$ cat config.mk
export PLATFORM = sky130hd
export DESIGN_NAME = mem_arbiter
export DESIGN_NICKNAME = d
export VERILOG_FILES = /design/src/rtl/mem_arbiter_pkg.sv /design/src/rtl/mem_arb_beat_buf.sv /design/src/rtl/mem_arbiter.sv
export SDC_FILE = /design/constraint.sdc
export NUM_CORES = 1
export LEC_CHECK = 0
export BUFFER_PORTS_ARGS = -buffer_cell sky130_fd_sc_hd__buf_2
export CAP_MARGIN = 10
export CORE_AREA = 2 2 399 401
export CTS_BUF_LIST = sky130_fd_sc_hd__clkbuf_2
export DETAILED_ROUTE_END_ITERATION = 10
export DIE_AREA = 0 0 401 403
export PLACE_DENSITY = 0.48
export SKIP_LAST_GASP = 1
export SLEW_MARGIN = 20
export SYNTH_ARGS = -nofsm -noshare
export SYNTH_HDL_FRONTEND = slang
export SYNTH_HIERARCHICAL = 1
export SYNTH_SLANG_ARGS = --single-unit
$ cat constraint.sdc
create_clock -name clk -period 2.43 [get_ports clk]
set_input_delay 0.486 -clock clk [delete_from_list [all_inputs] [get_ports clk]]
set_output_delay 0.486 -clock clk [all_outputs]
set_load 0.01 [all_outputs]
$ cat src/rtl/mem_arbiter_pkg.sv
// Shared types for the memory-bus arbiter: FSM states, grant IDs, line offset width.
package mem_arbiter_pkg;

  localparam int unsigned LINE_OFS_BITS = 5;

  typedef enum logic [1:0] {
    StIdle = 2'd0,
    StXfer = 2'd1,
    StAck  = 2'd2
  } state_e;

  typedef enum logic [1:0] {
    GntIc = 2'd0,
    GntDc = 2'd1,
    GntWb = 2'd2
  } gnt_e;

endpackage

$ cat src/rtl/mem_arb_beat_buf.sv
// Beat counter, per-beat bus address and read-line assembly buffer for mem_arbiter.
module mem_arb_beat_buf import mem_arbiter_pkg::*; #(
  parameter int unsigned ADDR_W = 32,
  parameter int unsigned LINE_W = 256,
  parameter int unsigned BUS_W  = 64,
  localparam int unsigned BEATS  = LINE_W / BUS_W,
  localparam int unsigned BEAT_W = (BEATS > 1) ? $clog2(BEATS) : 1
) (
  input  logic              clk,
  input  logic              clr,
  input  logic              start,
  input  logic              rdy,
  input  logic              store,
  input  logic [BUS_W-1:0]  rdata,
  input  logic [ADDR_W-1:0] line_addr,
  output logic [BEAT_W-1:0] beat,
  output logic              last_beat,
  output logic [ADDR_W-1:0] beat_addr,
  output logic [LINE_W-1:0] line
);

  logic [BEAT_W-1:0] beat_q;
  logic [LINE_W-1:0] line_q;
  logic              unused_ofs;

  always_ff @(posedge clk) begin
    if (clr) begin
      beat_q <= '0;
      line_q <= '0;
    end else begin
      if (start) begin
        beat_q <= '0;
      end else if (rdy) begin
        beat_q <= beat_q + 1'b1;
      end
      if (store) begin
        line_q[beat_q*BUS_W +: BUS_W] <= rdata;
      end
    end
  end

  // Request offset bits are ignored: beats always walk the aligned line.
  assign unused_ofs = ^line_addr[LINE_OFS_BITS-1:0];
  assign beat_addr  = {line_addr[ADDR_W-1:LINE_OFS_BITS], LINE_OFS_BITS'(0)}
                    + ADDR_W'(beat_q) * ADDR_W'(BUS_W / 8);
  assign beat       = beat_q;
  assign last_beat  = (beat_q == BEAT_W'(BEATS - 1));
  assign line       = line_q;

endmodule

$ cat src/rtl/mem_arbiter.sv
// Shares the memory bus between I-cache fills and D-cache fills/writebacks, one line per grant.
// Define MEM_ARB_RR_EN to alternate dc_miss/ic_miss round-robin (writeback stays highest).
module mem_arbiter import mem_arbiter_pkg::*; #(
  parameter int unsigned ADDR_W = 32,
  parameter int unsigned LINE_W = 256,
  parameter int unsigned BUS_W  = 64
) (
  input  logic              clk,
  input  logic              rst_n,
  input  logic              ic_miss,
  input  logic [ADDR_W-1:0] ic_miss_addr,
  output logic              ic_miss_ack,
  output logic [LINE_W-1:0] ic_fill_data,
  input  logic              dc_miss,
  input  logic [ADDR_W-1:0] dc_miss_addr,
  output logic              dc_miss_ack,
  output logic [LINE_W-1:0] dc_fill_data,
  input  logic              dc_wb_req,
  input  logic [ADDR_W-1:0] dc_wb_addr,
  input  logic [LINE_W-1:0] dc_wb_data,
  output logic              dc_wb_ack,
  output logic              mem_req,
  output logic              mem_wr,
  output logic [ADDR_W-1:0] mem_addr,
  output logic [BUS_W-1:0]  mem_wdata,
  input  logic [BUS_W-1:0]  mem_rdata,
  input  logic              mem_rdy
);

  localparam int unsigned BEATS  = LINE_W / BUS_W;
  localparam int unsigned BEAT_W = (BEATS > 1) ? $clog2(BEATS) : 1;

  state_e            state_q, state_d;
  gnt_e              gnt_q, gnt_d, gnt_sel;
  logic [ADDR_W-1:0] addr_q, addr_d, sel_addr;
  logic [LINE_W-1:0] ic_fill_q, dc_fill_q;
  logic              any_req, start, beat_rdy, beat_store, last_beat;
  logic [BEAT_W-1:0] beat;
  logic [ADDR_W-1:0] beat_addr;
  logic [LINE_W-1:0] line;

  assign any_req = dc_wb_req | dc_miss | ic_miss;

`ifdef MEM_ARB_RR_EN
  gnt_e last_rd_q;

  always_comb begin
    if (dc_wb_req) begin
      gnt_sel = GntWb;
    end else if (dc_miss && ic_miss) begin
      gnt_sel = (last_rd_q == GntIc) ? GntDc : GntIc;
    end else if (dc_miss) begin
      gnt_sel = GntDc;
    end else begin
      gnt_sel = GntIc;
    end
  end

  always_ff @(posedge clk) begin
    if (!rst_n) begin
      last_rd_q <= GntIc;
    end else if (state_q == StIdle && any_req && gnt_sel != GntWb) begin
      last_rd_q <= gnt_sel;
    end
  end
`else
  // Writeback first so dirty data lands before a refill of the same set.
  always_comb begin
    if (dc_wb_req) begin
      gnt_sel = GntWb;
    end else if (dc_miss) begin
      gnt_sel = GntDc;
    end else begin
      gnt_sel = GntIc;
    end
  end
`endif

  always_comb begin
    case (gnt_sel)
      GntWb:   sel_addr = dc_wb_addr;
      GntDc:   sel_addr = dc_miss_addr;
      default: sel_addr = ic_miss_addr;
    endcase
  end

  always_comb begin
    state_d = state_q;
    gnt_d   = gnt_q;
    addr_d  = addr_q;
    start   = 1'b0;
    unique case (state_q)
      StIdle: begin
        if (any_req) begin
          state_d = StXfer;
          gnt_d   = gnt_sel;
          addr_d  = sel_addr;
          start   = 1'b1;
        end
      end
      StXfer: begin
        if (mem_rdy && last_beat) begin
          state_d = StAck;
        end
      end
      StAck:   state_d = StIdle;
      default: state_d = StIdle;
    endcase
  end

  always_ff @(posedge clk) begin
    if (!rst_n) begin
      state_q   <= StIdle;
      gnt_q     <= GntIc;
      addr_q    <= '0;
      ic_fill_q <= '0;
      dc_fill_q <= '0;
    end else begin
      state_q <= state_d;
      gnt_q   <= gnt_d;
      addr_q  <= addr_d;
      if (ic_miss_ack) begin
        ic_fill_q <= line;
      end
      if (dc_miss_ack) begin
        dc_fill_q <= line;
      end
    end
  end

  assign beat_rdy   = (state_q == StXfer) && mem_rdy;
  assign beat_store = beat_rdy && (gnt_q != GntWb);

  mem_arb_beat_buf #(
    .ADDR_W (ADDR_W),
    .LINE_W (LINE_W),
    .BUS_W  (BUS_W)
  ) u_beat_buf (
    .clk       (clk),
    .clr       (!rst_n),
    .start     (start),
    .rdy       (beat_rdy),
    .store     (beat_store),
    .rdata     (mem_rdata),
    .line_addr (addr_q),
    .beat      (beat),
    .last_beat (last_beat),
    .beat_addr (beat_addr),
    .line      (line)
  );

  always_comb begin
    mem_req      = 1'b0;
    mem_wr       = 1'b0;
    mem_addr     = '0;
    mem_wdata    = '0;
    ic_miss_ack  = 1'b0;
    dc_miss_ack  = 1'b0;
    dc_wb_ack    = 1'b0;
    ic_fill_data = ic_fill_q;
    dc_fill_data = dc_fill_q;
    if (state_q == StXfer) begin
      mem_req  = 1'b1;
      mem_addr = beat_addr;
      if (gnt_q == GntWb) begin
        mem_wr    = 1'b1;
        mem_wdata = dc_wb_data[beat*BUS_W +: BUS_W];
      end
    end else if (state_q == StAck) begin
      // Fill data is presented straight from the buffer in the ack cycle, then held.
      case (gnt_q)
        GntIc: begin
          ic_miss_ack  = 1'b1;
          ic_fill_data = line;
        end
        GntDc: begin
          dc_miss_ack  = 1'b1;
          dc_fill_data = line;
        end
        GntWb:   dc_wb_ack = 1'b1;
        default: ;
      endcase
    end
  end

endmodule

Yosys cells after proc, flatten, opt, wreduce, memory -nomap -nowiden --
Index checks and enable logic that the tools add are counted.
Storage, ports and cells: register bits 806, input port bits 422, output and inout port bits 613, logic and storage cells 63
Cells by class: add/sub/neg operators 3, eq/ne operators 10, shifts and indexed selects 3, muxes and demuxes 29, bitwise operators 3, reduce and logical (&&, ||, !) cells 8
Operator list (count):
- 256-bit two-way mux | 6
- 256-bit bitwise mux | 1
- 64-bit by 34-bit variable shift with 256-bit output (first input constant) | 1
- 256-bit by 9-bit indexed part select with 64-bit output | 1
- 64-bit by 34-bit indexed part select with 256-bit output | 1
- 64-bit two-way mux | 2
- 32-bit case mux with 2 select lines | 1
- 8-bit negator with 34-bit output | 1
- 32-bit by 5-bit adder with 32-bit output | 1
- 32-bit two-way mux | 1
- 1-bit two-way mux | 14
- 2-bit equality test (second input constant) | 4
- 2-bit by 1-bit equality test with 1-bit output (second input constant) | 3
- 2-bit two-way mux | 3
- 2-bit != test (second input constant) | 3
- 2-bit logical NOT | 2
- 2-bit case mux with 2 select lines | 1
- 2-bit AND reduction | 2
- 1-bit logical AND | 3
- 2-bit by 1-bit adder with 2-bit output (second input constant) | 1
- 1-bit OR | 2
- 2-bit OR reduction | 1
- 1-bit inverter | 1

Logic depth before layout (Yosys ltp) --
Gate-level depths: netlist of the first run.
depth after elaboration 5, gate-level depth with buffers 10, gate-level depth less buffers 6

Hierarchy --
Netlist of the first run, hierarchy kept.
Modules (own cells, without submodules):
- mem_arbiter | instances 1, cells each 2044, area each 24010.5 um^2, sequential area each 10970.5 um^2
- mem_arb_beat_buf | instances 1, cells each 1147, area each 10009.6 um^2, sequential area each 5165.0 um^2

Least setup slack after synthesis of the first run --
Ideal clock, no wire load.
kind reg2out, start register u_beat_buf.beat_q[0], in the netlist u_beat_buf/beat[0], end output port mem_wdata[10], arrival time 1.744 ns, required time 1.944 ns, setup slack 0.200 ns, stages on the path, launching flop included 5, path buffers 2, path through dfxtp_1 > buf_2 > buf_2 > mux4_2 > nor2b_1
On the way: word-level cells in the longest chain between the ends 3
RTL lines:
- start, declared | RTL line mem_arb_beat_buf.sv:22 | logic [BEAT_W-1:0] beat_q;
- start signal, assigned | RTL line mem_arb_beat_buf.sv:34 | beat_q <= beat_q + 1'b1;
- 256-bit by 9-bit indexed part select with 64-bit output | RTL line mem_arbiter.sv:167 | mem_wdata = dc_wb_data[beat*BUS_W +: BUS_W];
- 64-bit two-way mux | RTL line mem_arbiter.sv:165 | if (gnt_q == GntWb) begin
- 64-bit two-way mux | RTL line mem_arbiter.sv:162 | if (state_q == StXfer) begin
- end, declared | RTL line mem_arbiter.sv:25 | output logic [BUS_W-1:0] mem_wdata,
No other way between the ends.

Worst setup path in the final report of the first run --
start register state_q[1], end output port dc_fill_data[251]
On the way: word-level cells in the longest chain between the ends 3, elaborated cells between the ends (all ways) 4, those cells by class eq/ne (2); mux (2)
RTL lines:
- start, declared | RTL line mem_arbiter.sv:33 | state_e state_q, state_d;
- start signal, assigned | RTL line mem_arbiter.sv:113 | state_q <= StIdle;
- start signal, assigned | RTL line mem_arbiter.sv:119 | state_q <= state_d;
- 2-bit equality test | RTL line mem_arbiter.sv:169 | end else if (state_q == StAck) begin
- 256-bit two-way mux | RTL line mem_arbiter.sv:169
- 256-bit two-way mux * | RTL line mem_arbiter.sv:162
- end, declared | RTL line mem_arbiter.sv:17 | output logic [LINE_W-1:0] dc_fill_data,
Every way passes the cells marked *; elsewhere a longest branch is shown, timed or not.

==> key figures, run 1 <==
Status
  • Outcome: complete, but fails checks
  • Failing checks: negative setup slack

Cells and area
  • Final Non-Filler Cells: 6882
  • Fillers: 16.7k
  • Seq. cell area: 0.0161 sq mm
  • Area delta synth->final: 43.8%
  • Area of the multi-input gates: 0.0162 sq mm
  • Proportion of layout cells with a drive suffix above 1: 0.399
  • Final Net Count: 5025

Power and ir drop
  • Power, Total: 25.4 mW
  • Power Density: about 520 mW/mm^2
  • VDD IR-drop max: 0.374 mV
  • Pleak: 22.1 nW

Die
  • I/O pin count: 1035
  • Core Rows: about 150
  • Full die area: 0.162 sq mm
  • Initial Util: 0.215
  • Width of the die: 401 um
  • Core ar.: around 0.16 sq mm
  • Die Y: about 400 um

Yosys
  • Ys Warns: 6
  • Post-synthesis instance total: about 3.2k
  • Syn avg cell area: between 10 and 15 sq um
  • Post-Syn Area: between 0.03 and 0.04 sq mm

Routing
  • Vias: 30.4k
  • Vias per std cell: 4.41
  • Initial drt markers: around 1.8k
  • Number of remaining DRC errors: 0
  • DRT Pass-1 Iters: 8
  • ANT nets after route: 0
  • Post-Route WL: 168000 um
  • WL per Instance: between 20 and 25 um

GRT
  • Grt ovf: 0
  • M2 GR Usage: 0.350
  • Initial antenna violation count: 47
  • Grt met1 use: 0.207
  • Vias in the first global route: 30.4k
  • GR peak layer: met2
  • Global-route wire length before repair: 228000 um
  • Global Route Usage Sum: 0.198
  • Met3 GRT Util: 0.0486
  • Largest net degree at the start of global routing: 111

Timing
  • Fin Clk Skew: approximately 0.13 ns
  • Highest clock rate: 249 MHz
  • RSZ-0062 raised after global routing: true
  • Final Hold Viols: 0
  • Slew Limit Fails: 0
  • Headroom to the max-slew limit: 0.257
  • Final Setup Violations: 654
  • Crit share post-route: 1.66
  • Post-route worst setup slack: -1.59 ns
  • Minimum clock period: 4.02 ns
  • Slew of the pin with the lowest slew margin: 1.11 ns

Placed design
  • # port buffers: 1016
  • Routability cong.: 0.965
  • Pre-CTS setup slack: -0.0316 ns
  • Placed instance count: 6066
  • Placed wire-length estimate: 123000 um

Min path
  • Hold Startpoint: dc_miss_addr[27]
  • Hold Path End: addr_q[27]
  • Worst Hold Depth: 6
  • Hold WC Path Type: input port to flop

Critical path
  • Max Fanout on Critical Path: 9
  • Reg2reg start: u_beat_buf/beat[0]
  • Reg2Reg Setup Slack: -0.07 ns
  • Arr. time, crit path: 3.54 ns
  • Worst endpoint required time: 1.94 ns
  • Worst r2r dst: u_beat_buf/line[183]
  • Worst Reg2Reg Path Length in Cells: 8
  • Startpoint Class: flop
  • Worst setup EP type: output pin
  • Crit path kind: flop to output pin

CTS
  • H-tree lvl count: 4
  • CTS Buffer Depth: 3
  • Clock Sinks: approximately 800
  • CTS tree: done
  • Clk_lat worst skew: 1.69 ns
  • Clock root buffer: clkbuf_2
  • Clk slew on worst S/H paths: around 0.10 ns
  • Number of buffers created by CTS: 213

Flow run
  • Max-cap viol count: 0
per-stage QoR:
stage	area (sq um)	hold WS, ns	TNS [ns]	util
2_1_floorplan	33800	0.438	0	-
3_3_place_gp	41300	0.454	-0.262	0.262
3_5_place_dp	41300	0.455	-0.419	0.262
4_1_cts	47600	0.00284	-1163.02	0.302
5_1_grt	48600	0.111	-1127.51	0.309
6_report	48600	0.379	-906.27	0.309
how the worst max path moves through the flow:
stage	start	slack (ns)	to	cells past startpoint
6_report	state_q[1]	-1.59	dc_fill_data[251]	8
3_5_place_dp	u_beat_buf/beat[0]	-0.03	u_beat_buf/line[168]	6
2_1_floorplan	u_beat_buf/beat[0]	0.20	mem_wdata[10]	4
3_3_place_gp	u_beat_buf/beat[0]	-0.03	u_beat_buf/line[168]	6
5_1_grt	gnt_q[1]	-1.97	ic_fill_data[229]	7
4_1_cts	gnt_q[1]	-2.03	ic_fill_data[71]	7
cell usage in the layout, fill, tap and decap left out, types with 4 or more instances in the layout:
master and instances:
clkbuf_2 334, mux2_2 171, a32oi_1 64, dfxtp_1 795, buf_6 80, buf_2 947
mux2i_1 28, buf_16 18, dfxtp_4 4, buf_8 10, a21oi_1 195, mux4_2 64
nor3_1 4, and2_1 545, clkbuf_16 8, nor2b_1 63, dlygate4sd3_1 322, diode_2 55
o21ai_0 27, inv_1 4, mux2_4 71, nand2_4 4, clkinv_1 19, clkinv_2 7
a22o_1 27, nand2_1 220, nand4_1 192, buf_12 58, mux2_1 270, buf_4 87
nor2_1 67
worst max-delay path: stages (launching register included):
cell and delay [ns]:
dfxtp_2 0.36, nor4bb_4 0.30, buf_6 0.15, buf_16 0.21
buf_8 0.14, buf_6 0.12, buf_12 0.13, mux2_2 0.34
buf_2 0.15
registers in the layout (all words and copies together), names as in the netlist:
| signal | flops |
|---|---|
| addr_q | 27 |
| dc_fill_q | 256 |
| gnt_q | 2 |
| ic_fill_q | 256 |
| state_q | 2 |
| u_beat_buf/beat | 2 |
| u_beat_buf/line | 256 |
layout make-up:
cell class                 count  area share
clock buffer                 334      0.0344
sequential                   801       0.330
timing repair buffer        1534       0.239
multi-input combinational   2042       0.333
inverter                       5    0.000541
tap                         2072      0.0534
clock inverter                39     0.00577
antenna                       55     0.00283
timing repair:
item	4_1_cts	5_1_grt
pin swaps	2	0
hold endpoints to repair	801	0
buffers inserted	27	14
gates cloned	12	12
gates resized for setup	129	119
endpoints found under the setup margin	639	651
hold buffers	324	0
report_power, final:
group	total (mW)	switching, mW	leakage (nW)	internal (mW)
logic	2.24	1.15	14.1	1.08
registers	13.3	0.0814	6.46	13.2
clock network	9.88	5.98	1.53	3.90
routing by layer:
| layer | wire [um] | vias to the layer above |
|---|---|---|
| li1 | - | 14000 |
| met3 | 10200 | 330 |
| met4 | 12000 | 0 |
| met5 | 0 | - |
| met2 | 84900 | 1250 |
| met1 | 60800 | 14700 |
Note: power is estimated with default switching activity, not from simulation.
==> run 2, diff against run 1 <==
- PLACE_DENSITY: 0.48 -> 0.42
==> run 2 against run 1 <==
Net effect:
- the run still ends with negative setup slack left
- non-clock buffer count is 82 lower
- maximum frequency is 0.73% lower
- register-to-register slack better by 0.09 ns
- worst setup slack worse by 0.030 ns
- routed wire length hardly changed
- global-route usage is 0.15 points higher
- sequential share of layout area is 1.2 points higher
- combinational power is 5% lower
- clock-buffer cell count is 6 higher
- clock power hardly changed
- clock skew is 0.0038 ns lower
- critical path type unchanged
- highest routed layer is now met5
==> key figures, run 2 (synthesis gave the netlist of run 1 again) <==
GRT
  • Global Route Usage Sum: 0.200 (+0.00147)
  • Vias in the first global route: 29.7k (-2.1%)
  • Grt ovf: 0 (unchanged)
  • Global-route wire length before repair: 231000 um (+0.94%)
  • Initial antenna violation count: 49 (+4.3%)
  • Largest net degree at the start of global routing: 124 (+12%)

Critical path
  • Crit-path cells: nor4bb_4 > buf_6 > buf_16 > buf_16 > mux2_2 > buf_2
  • Reg2Reg Setup Slack: 0.02 ns (+0.09 ns)
  • Crit path buf inv count: 4 (-2)
  • CP top delay family: buffers and inverters
  • CP peak stage delay: 0.39 ns (+0.03 ns)
  • Worst Reg2Reg Path Length in Cells: 8 (unchanged)
  • Most used cell, CP: buf_16
  • Critical-path top delay cell: mux2_2
  • Worst endpoint required time: 1.94 ns (about the same)
  • Crit path kind: flop to output pin
  • Worst setup EP type: output pin
  • Max Fanout on Critical Path: 46 (+37)
  • Reg2reg start: state_q[0]
  • Arr. time, crit path: 3.57 ns (+0.03 ns)
  • Worst r2r dst: u_beat_buf/line[110]
  • Startpoint Class: flop

Cells and area
  • Post-route design area: 0.0468 sq mm (-3.6%)
  • Proportion of layout cells with a drive suffix above 1: 0.387 (-0.0128)
  • Seq. cell area: 0.0160 sq mm (about the same)
  • Commonest non-fill, non-tap cell in the layout: buf_2
  • Area of the multi-input gates: 0.0159 sq mm (-1.8%)
  • Util after Layout: 0.297 (-0.0112)
  • Fillers: 17.1k (+2.6%)
  • Leading cell types in the layout, fill and taps excluded: buf_2, dfxtp_1, and2_1, clkbuf_2, mux2_1
  • Final Net Count: 4952 (-1.5%)
  • Final Non-Filler Cells: 6840 (-0.61%)
  • Area delta synth->final: 38.6%

Timing
  • Final Setup Violations: 633 (-3.2%)
  • Highest clock rate: 247 MHz (-0.73%)
  • Minimum clock period: 4.05 ns (+0.0298 ns)
  • Slew Limit Fails: 0 (unchanged)
  • Crit share post-route: 1.67 (+0.0122)
  • Post-route worst setup slack: -1.62 ns (-0.0298 ns)
  • Slew of the pin with the lowest slew margin: 1.05 ns (-0.0648 ns)
  • Fin Clk Skew: 0.129 ns (-0.00377 ns)
  • RSZ-0062 raised after global routing: true
  • Final Hold Viols: 0 (unchanged)
  • Headroom to the max-slew limit: 0.300 (+0.0432)

CTS
  • CTS Buffer Depth: 3 (unchanged)
  • Number of buffers created by CTS: 222 (+4.2%)
  • Clock root buffer: clkbuf_2
  • CTS tree: done
  • H-tree lvl count: 4 (unchanged)
  • Clk_lat worst skew: 1.62 ns (-0.07 ns)
  • Clk slew on worst S/H paths: 0.09 ns (about the same)
  • Clock Sinks: 801 (unchanged)

Flow run
  • Max-cap viol count: 0 (unchanged)

Routing
  • Post-Route WL: 168000 um (about the same)
  • Initial drt markers: 1744 (-3.2%)
  • ANT nets after route: 0 (unchanged)
  • Vias: 30.1k (-0.87%)
  • Number of remaining DRC errors: 0 (unchanged)
  • DRT Pass-1 Iters: 5 (-3)
  • Vias per std cell: 4.40 (-0.26%)
  • WL per Instance: 24.5 um (+0.61%)

Placed design
  • Routability cong.: 0.905 (-6.2%)
  • Pre-CTS setup slack: -0.0386 ns (-0.00695 ns)
  • Placed instance count: 6050 (-0.26%)
  • Area post-placement: 0.0411 sq mm (-0.35%)
  • Placed wire-length estimate: 124000 um (+0.56%)
  • # port buffers: 1016 (unchanged)

Min path
  • Hold Path End: addr_q[31]
  • Worst Hold Depth: 6 (unchanged)
  • Hold WC Path Type: input port to flop
  • Hold Startpoint: ic_miss_addr[31]

Die
  • Width of the die: 401 um (unchanged)
  • Full die area: 0.162 sq mm (unchanged)
  • Core ar.: 0.157 sq mm (unchanged)
  • Initial Util: 0.215 (unchanged)
  • Core Rows: 146 (unchanged)
  • I/O pin count: 1035 (unchanged)
  • Die Y: 403 um (unchanged)

Power and ir drop
  • Gate power share: 0.083 (-0.005)
  • Psw: 7.43 mW (+3.0%)
  • VDD IR-drop max: 0.393 mV (+5.1%)
  • Clock Power Share: 0.397 (+0.008)
  • Power Density: 546 mW/mm^2 (+4.4%)
  • Internal power: 18.1 mW (-0.30%)
  • Switching part of the total: 0.291 (+0.00669)
  • Pleak: 21.5 nW (-2.8%)
  • Sequential Power Share: 0.520 (-0.003)

Status
  • Outcome: complete, but fails checks
  • Failing checks: negative setup slack
[run 2: cell types whose count changed in the layout (fill, tap and decap cells not counted), sizes merged]
| cell | previous run | this run |
|---|---|---|
| buf | 1200 | 1151 |
| dlygate4sd3 | 322 | 296 |
| clkinv | 32 | 50 |
| diode | 55 | 68 |
| bufbuf | 3 | 1 |
| clkinvlp | 0 | 2 |
| inv | 10 | 12 |
| bufinv | 2 | 1 |
| clkbuf | 343 | 344 |
[run 2: worst max-delay path by stage]
| stage | from | end | slack (ns) | depth (start not counted) |
|---|---|---|---|---|
| floorplan | u_beat_buf/beat[0] | mem_wdata[10] | 0.20 | 4 |
| global placement | state_q[1] | dc_fill_data[145] | -0.04 | 5 |
| detailed placement | gnt_q[1] | dc_fill_data[145] | -0.04 | 5 |
| CTS | gnt_q[1] | dc_fill_data[211] | -1.98 | 7 |
| global route | gnt_q[1] | dc_fill_data[31] | -2.02 | 6 |
| finish | gnt_q[1] | dc_fill_data[31] | -1.62 | 6 |
[run 2: layout make-up]
type,count,share of cell area
Sequential cell,801,0.343
Multi-Input combinational cell,2042,0.340
Timing Repair Buffer,1452,0.214
Tap cell,2072,0.0554
Clock buffer,340,0.0363
Clock inverter,60,0.00767
Antenna cell,68,0.00363
Inverter,5,0.000561
[run 2: what timing repair did]
item,4_1_cts,5_1_grt
setup buffers,9,10
cloned,3,3
hold endpoints to repair,801,0
setup endpoints to repair,682,746
resized for setup,19,13
hold buffers,298,0
[run 2: per-stage QoR]
stage	total power, mW	setup TNS (ns)	hold slack [ns]
after floorplan	14.3	0	0.438
after global placement	15.3	-0.466	0.455
after detailed placement	15.3	-0.307	0.460
after CTS	26.2	-1127.96	0.000247
after global routing	27.0	-1135.73	0.122
final	25.6	-892.27	0.363
[run 2: per-layer routing]
metal / vias up / routed length (um) / global-route usage
li1: 13900 / - / -
met4: 2 / 10600 / 0.129
met2: 1110 / 85900 / 0.356
met1: 14700 / 62200 / 0.211
met3: 294 / 9150 / 0.0450
met5: - / 11 / 0
[run 2: power by group through the flow]
stage,registers (mW),clock network (mW),logic [mW]
global route,13.3,11.4,2.25
global placement,13.6,0,1.68
detailed placement,13.6,0,1.69
CTS,13.3,10.7,2.14
finish,13.3,10.2,2.12
floorplan,13.6,0,0.760
[run 2: worst min-delay path, stage by stage]
cell           delay [ns]
buf_2                0.08
mux2i_1              0.05
o21ai_0              0.14
dlygate4sd3_1        0.55
a22o_1               0.13
dlygate4sd3_1        0.53
